<file path="config.mk">
export PLATFORM = sky130hd
export DESIGN_NAME = state_table_loader
export DESIGN_NICKNAME = d
export VERILOG_FILES = /design/src/rtl/state_table_loader.sv
export SDC_FILE = /design/constraint.sdc
export NUM_CORES = 1
export LEC_CHECK = 0
export CAP_MARGIN = 5
export CORE_AREA = 2 2 390 392
export CTS_BUF_LIST = sky130_fd_sc_hd__clkbuf_16
export CTS_CLUSTER_SIZE = 16
export DETAILED_ROUTE_END_ITERATION = 8
export DIE_AREA = 0 0 392 394
export HOLD_SLACK_MARGIN = 0.1
export PLACE_DENSITY_LB_ADDON = 0.15
export SYNTH_ARGS = -nofsm -noshare
export SYNTH_HDL_FRONTEND = slang
export SYNTH_SLANG_ARGS = --single-unit
</file>
<file path="constraint.sdc">
create_clock -name clk -period 3.55 [get_ports clk]
set_clock_uncertainty 0.1 [all_clocks]
set_input_delay 0.355 -clock clk [delete_from_list [all_inputs] [get_ports clk]]
set_output_delay 0.355 -clock clk [all_outputs]
set_load 0.05 [all_outputs]
</file>
<file path="src/rtl/state_table_loader.sv">
// Loop/state table loader: fills a register-file table from a host valid/ready
// stream, then hands it to the loop-sequencing FSM until that FSM reports done.
module state_table_loader #(
  parameter int ENTRY_W = 48,
  parameter int ADDR_W  = 5,
  parameter int DEPTH   = 32
) (
  input  logic                 clk,
  input  logic                 rst,
  input  logic [ENTRY_W-1:0]   s_tdata,
  input  logic                 s_tvalid,
  output logic                 s_tready,
  input  logic                 s_tlast,
  input  logic [ADDR_W-1:0]    smart_ptr,
  input  logic                 done,
  output logic [ENTRY_W-1:0]   entry_table,
  output logic                 start_inbound,
  output logic [ADDR_W:0]      entry_count,
  output logic                 busy,
  output logic                 load_err
);

  localparam logic [1:0] ST_IDLE  = 2'd0;
  localparam logic [1:0] ST_LOAD  = 2'd1;
  localparam logic [1:0] ST_DRAIN = 2'd2;
  localparam logic [1:0] ST_RUN   = 2'd3;

  localparam logic [ADDR_W-1:0] PTR_ZERO = {ADDR_W{1'b0}};
  localparam logic [ADDR_W-1:0] PTR_ONE  = {{(ADDR_W-1){1'b0}}, 1'b1};
  localparam logic [ADDR_W-1:0] PTR_LAST = ADDR_W'(DEPTH - 1);
  localparam logic [ADDR_W:0]   CNT_ZERO = {(ADDR_W+1){1'b0}};
  localparam logic [ADDR_W:0]   CNT_ONE  = {{ADDR_W{1'b0}}, 1'b1};

  logic [1:0]          state_r;
  logic [ADDR_W-1:0]   wr_ptr_r;
  logic [ADDR_W:0]     count_r;
  logic                load_err_r;
  logic                start_r;
  logic [ENTRY_W-1:0]  mem_r [DEPTH];

  logic                accept_s;
  logic                wr_en_s;
  logic [ADDR_W-1:0]   wr_addr_s;
  logic [ENTRY_W-1:0]  rd_data_s;

  // Handshake and table write port decode.
  always_comb begin
    accept_s  = s_tvalid & (state_r != ST_RUN);
    wr_en_s   = 1'b0;
    wr_addr_s = wr_ptr_r;
    case (state_r)
      ST_IDLE: begin
        wr_en_s   = accept_s;
        wr_addr_s = PTR_ZERO;
      end
      ST_LOAD: wr_en_s = accept_s;
      default: wr_en_s = 1'b0;
    endcase
  end

  // Table storage; contents need no reset because reads are gated by count.
  always_ff @(posedge clk) begin
    if (wr_en_s) begin
      mem_r[wr_addr_s] <= s_tdata;
    end
  end

  // Load/run sequencing, fill pointer, entry count and status flags.
  always_ff @(posedge clk or negedge rst) begin
    if (!rst) begin
      state_r    <= ST_IDLE;
      wr_ptr_r   <= PTR_ZERO;
      count_r    <= CNT_ZERO;
      load_err_r <= 1'b0;
      start_r    <= 1'b0;
    end else begin
      start_r <= 1'b0;
      case (state_r)
        ST_IDLE: begin
          if (accept_s) begin
            wr_ptr_r   <= PTR_ONE;
            count_r    <= CNT_ONE;
            load_err_r <= 1'b0;
            if (s_tlast) begin
              state_r <= ST_RUN;
              start_r <= 1'b1;
            end else begin
              state_r <= ST_LOAD;
            end
          end
        end
        ST_LOAD: begin
          if (accept_s) begin
            wr_ptr_r <= wr_ptr_r + PTR_ONE;
            count_r  <= count_r + CNT_ONE;
            if (s_tlast) begin
              state_r <= ST_RUN;
              start_r <= 1'b1;
            end else if (wr_ptr_r == PTR_LAST) begin
              // Table full without a terminating beat: swallow the rest.
              state_r    <= ST_DRAIN;
              load_err_r <= 1'b1;
            end
          end
        end
        ST_DRAIN: begin
          if (accept_s && s_tlast) begin
            state_r <= ST_IDLE;
          end
        end
        ST_RUN: begin
          if (done) begin
            state_r <= ST_IDLE;
          end
        end
        default: state_r <= ST_IDLE;
      endcase
    end
  end

  // Zero past the loaded entries so the FSM always sees a valid=0 terminator.
  always_comb begin
    rd_data_s = {ENTRY_W{1'b0}};
    if ((state_r == ST_RUN) && ({1'b0, smart_ptr} < count_r)) begin
      rd_data_s = mem_r[smart_ptr];
    end else begin
      rd_data_s = {ENTRY_W{1'b0}};
    end
  end

  assign s_tready      = (state_r != ST_RUN);
  assign busy          = (state_r == ST_RUN);
  assign entry_table   = rd_data_s;
  assign start_inbound = start_r;
  assign entry_count   = count_r;
  assign load_err      = load_err_r;

endmodule

</file>
==> results.txt, run 1 <==
Crit path time final -> 3.67 ns
Max-slew headroom -> 15.5%
Worst setup EP type -> primary output
Leakage dissipation -> 23.1 nW
Dpl hpwl -> 79500 um
Max Fanout on Critical Path -> 26
Share of async-settable or async-resettable flops after synthesis -> 0.967%
HP Class -> input pin to flop
First-pass GRT wire length -> 226000 um
Initial cell density of the core -> 39.6%
Routed wire length -> 157000 um
Core Region -> 0.151 mm^2
Port bufs -> 115
Crit start category -> flop
Worst path slowest cell -> dfrtp_1
Crit-path cells -> inv_2 -> ha_4 -> a211o_1 -> a211oi_4 -> o21ai_4 -> buf_12 -> a2111oi_2 -> or3_4 -> buf_12
Worst path required time -> 3.09 ns
RePlAce Congestion -> 0.738
Unrepaired setup endpoints after global routing -> true
DR vias -> 30400
Design Power -> 41.7 mW
Root Buffer -> clkbuf_16
Ys Warns -> 0
Post-synth EDFFs -> 1536
DRC -> 0
Final number of setup-violating endpoints -> 45
Final ANT Viol Nets -> 0
Peak VDD IR -> 0.000525 V
Max clock buf depth -> 3
Fin nets -> 3350
Core Rows -> 143
Critical Path Max Stage Delay -> 0.40 ns
Fin area -> 0.0728 mm^2
Clock-pin slew on the worst setup and hold paths -> 0.06 ns
Worst slew pin tran -> 1.26 ns
Clock sink count -> 1551
Layout cell share with drive strength beyond 1 -> 25.4%
Failing checks -> negative setup slack
Initial antenna violation count -> 5
WL per Instance -> 28.9 um
Status -> finished, violations left
DR pass1 iterations -> 5
Final Non-Filler Cells -> 5447
DIE WIDTH -> 392 um
Vias per cell -> 5.59
Synth Instances -> 3009
Crit share post-route -> 103%
Synthesized flop and latch total -> 1551
Syn_area_per_cell -> 19.8 um^2
Number of cells after detailed placement -> 5121
Die footprint -> 0.154 mm^2
Die height -> 394 um
Power Density -> 574 mW/mm^2
Crit Path Category -> flop to primary output
Synthesized area -> 0.0596 mm^2
Commonest non-fill, non-tap cell in the layout -> edfxtp_1
Final core occ -> 48.3%
Area Growth Syn to Fin -> 22.0%
GRT Residual Overflow -> 0
Dominant synthesized flop cell -> edfxtp_1
CTS Buf Count -> 164
Top achievable clock speed -> 272 MHz
Layout fillers -> 12400
Largest net degree at the start of global routing -> 95
Delay-heaviest family, CP -> compound AO/OA/AOI/OAI gates
Fin. Hold Viols -> 0
Crit-path most repeated cell -> buf_12
Distinct cells, synth -> 39
Worst Setup Slack, final -> -0.121 ns
Vias in the first global route -> 31700
Number of DRC violations after detailed-routing iteration 0 -> 2475
Max cap viols -> 0
Post-DP Area -> 0.0648 mm^2
Clk Latency, worst-skew pair -> 0.79 ns
Arrival time at the worst endpoint -> 3.22 ns
Worst slack, placed -> -0.0202 ns
# IOs -> 116
Buffers & Inverters on Critical Path -> 3
Max-slew violation count -> 0
CTS tree -> yes
Seq/Total Area, Yosys -> 78.0%
H-tree depth -> 4
Commonest cells after routing, fill and taps aside -> edfxtp_1, mux2i_1, mux4_2, clkbuf_16, nor2_1
GRT Overall Usage -> 20.4%
Net Count, Synth -> 3074
## synth_stat cells (3+ instances only)
cell type / instances / area (um^2)
edfxtp_1: 1536 / 46100
mux2i_1: 286 / 2860
mux4_2: 196 / 4410
nor2_1: 140 / 526
nor2b_1: 100 / 626
a211oi_1: 95 / 713
a2111oi_0: 94 / 823
a22oi_1: 94 / 706
o21ai_1: 94 / 470
clkbuf_1: 75 / 282
buf_2: 68 / 340
o22ai_1: 49 / 307
or3_1: 48 / 300
nand2_1: 17 / 63.8
buf_1: 16 / 60.1
dfrtp_1: 15 / 375
buf_6: 12 / 135
buf_4: 10 / 75.1
o21ai_0: 9 / 45.0
a21oi_1: 8 / 40.0
ha_1: 7 / 87.6
inv_1: 7 / 26.3
nand3_1: 6 / 30.0
nand2b_1: 4 / 25.0
xnor2_1: 4 / 35.0
nand4_1: 3 / 18.8
## sequential cells by signal, indices dropped and copies added (netlist names)
signal / cells
state_r: 2
start_inbound: 1
wr_ptr_r: 5
entry_count: 6
mem_r: 1536
load_err: 1
## worst paths after layout
path	startpoint	endpoint	slack [ns]	depth (start not counted)
worst max register to register	state_r[0]	mem_r[28][36]	0.93	6
worst max-delay path	entry_count[3]	entry_table[22]	-0.12	9
worst min register to register	load_err	load_err	0.44	2
max in group asynchronous	rst	start_inbound	2.47	2
min in group asynchronous	rst	load_err	0.43	2
worst min-delay path	s_tlast	start_inbound	0.16	2
## where the power goes
| part | switching (mW) | internal (mW) | total [mW] |
|---|---|---|---|
| Clock | 7.08 | 9.21 | 16.3 |
| Sequential | 0.156 | 20.7 | 20.9 |
| Combinational | 2.91 | 1.66 | 4.56 |
## per-layer routing
layer  routed length (um)  up-vias  track usage (%)
met5                   52        -                0
met1                67300    16500             27.3
met2                80700      656             34.9
met4                 3220       10             5.15
met3                 6010      210             3.09
li1                     -    13100                -
## kinds of logic after synthesis
kind of cell	Yosys count	synth area share [%]
AND/OR/NAND/NOR	326	2.75
AO/OA/AOI/OAI	448	5.29
XOR/XNOR	6	0.0881
flip-flops	1551	78.0
multiplexers	482	12.2
buffers and inverters	189	1.55
adder cells (fa/ha/maj)	7	0.147
## layout make-up
class                      instances  area [um^2]  area share (%)
timing repair buffer             291         3970            5.46
tap                             2030         2540            3.49
clock inverter                   132         1010            1.38
antenna                            1         2.50         0.00344
multi-input combinational       1269        14600            20.0
sequential                      1551        46500            63.9
inverter                           8         35.0          0.0481
clock buffer                     165         4130            5.67
## per-stage QoR
stage	TNS, ns	hold WS (ns)
after CTS	-6.04	0.116
after detailed placement	-0.0202	0.426
after global routing	-7.22	0.145
final	-2.51	0.158
after global placement	-0.0646	0.421
after floorplan	-338.00	-0.0406
## timing repair
item                       CTS  global route
cloned                      12             1
setup endpoints to repair   48            48
hold buffers                 1             0
resized for setup          362            82
pin swaps                   74            35
hold endpoints to repair    15             0
setup buffers                8             5
Power figures use the tool's default switching activity.
==> inputs of run 2 (changes only) <==
--- a/config.mk
+++ b/config.mk
@@ -8,7 +8,7 @@
 export CAP_MARGIN = 5
 export CORE_AREA = 2 2 390 392
 export CTS_BUF_LIST = sky130_fd_sc_hd__clkbuf_16
-export CTS_CLUSTER_SIZE = 16
+export CTS_CLUSTER_SIZE = 28
 export DETAILED_ROUTE_END_ITERATION = 8
 export DIE_AREA = 0 0 392 394
 export HOLD_SLACK_MARGIN = 0.1
==> results of run 2 <==
No change in the layout: final DEF, timing and power equal those of run 1.
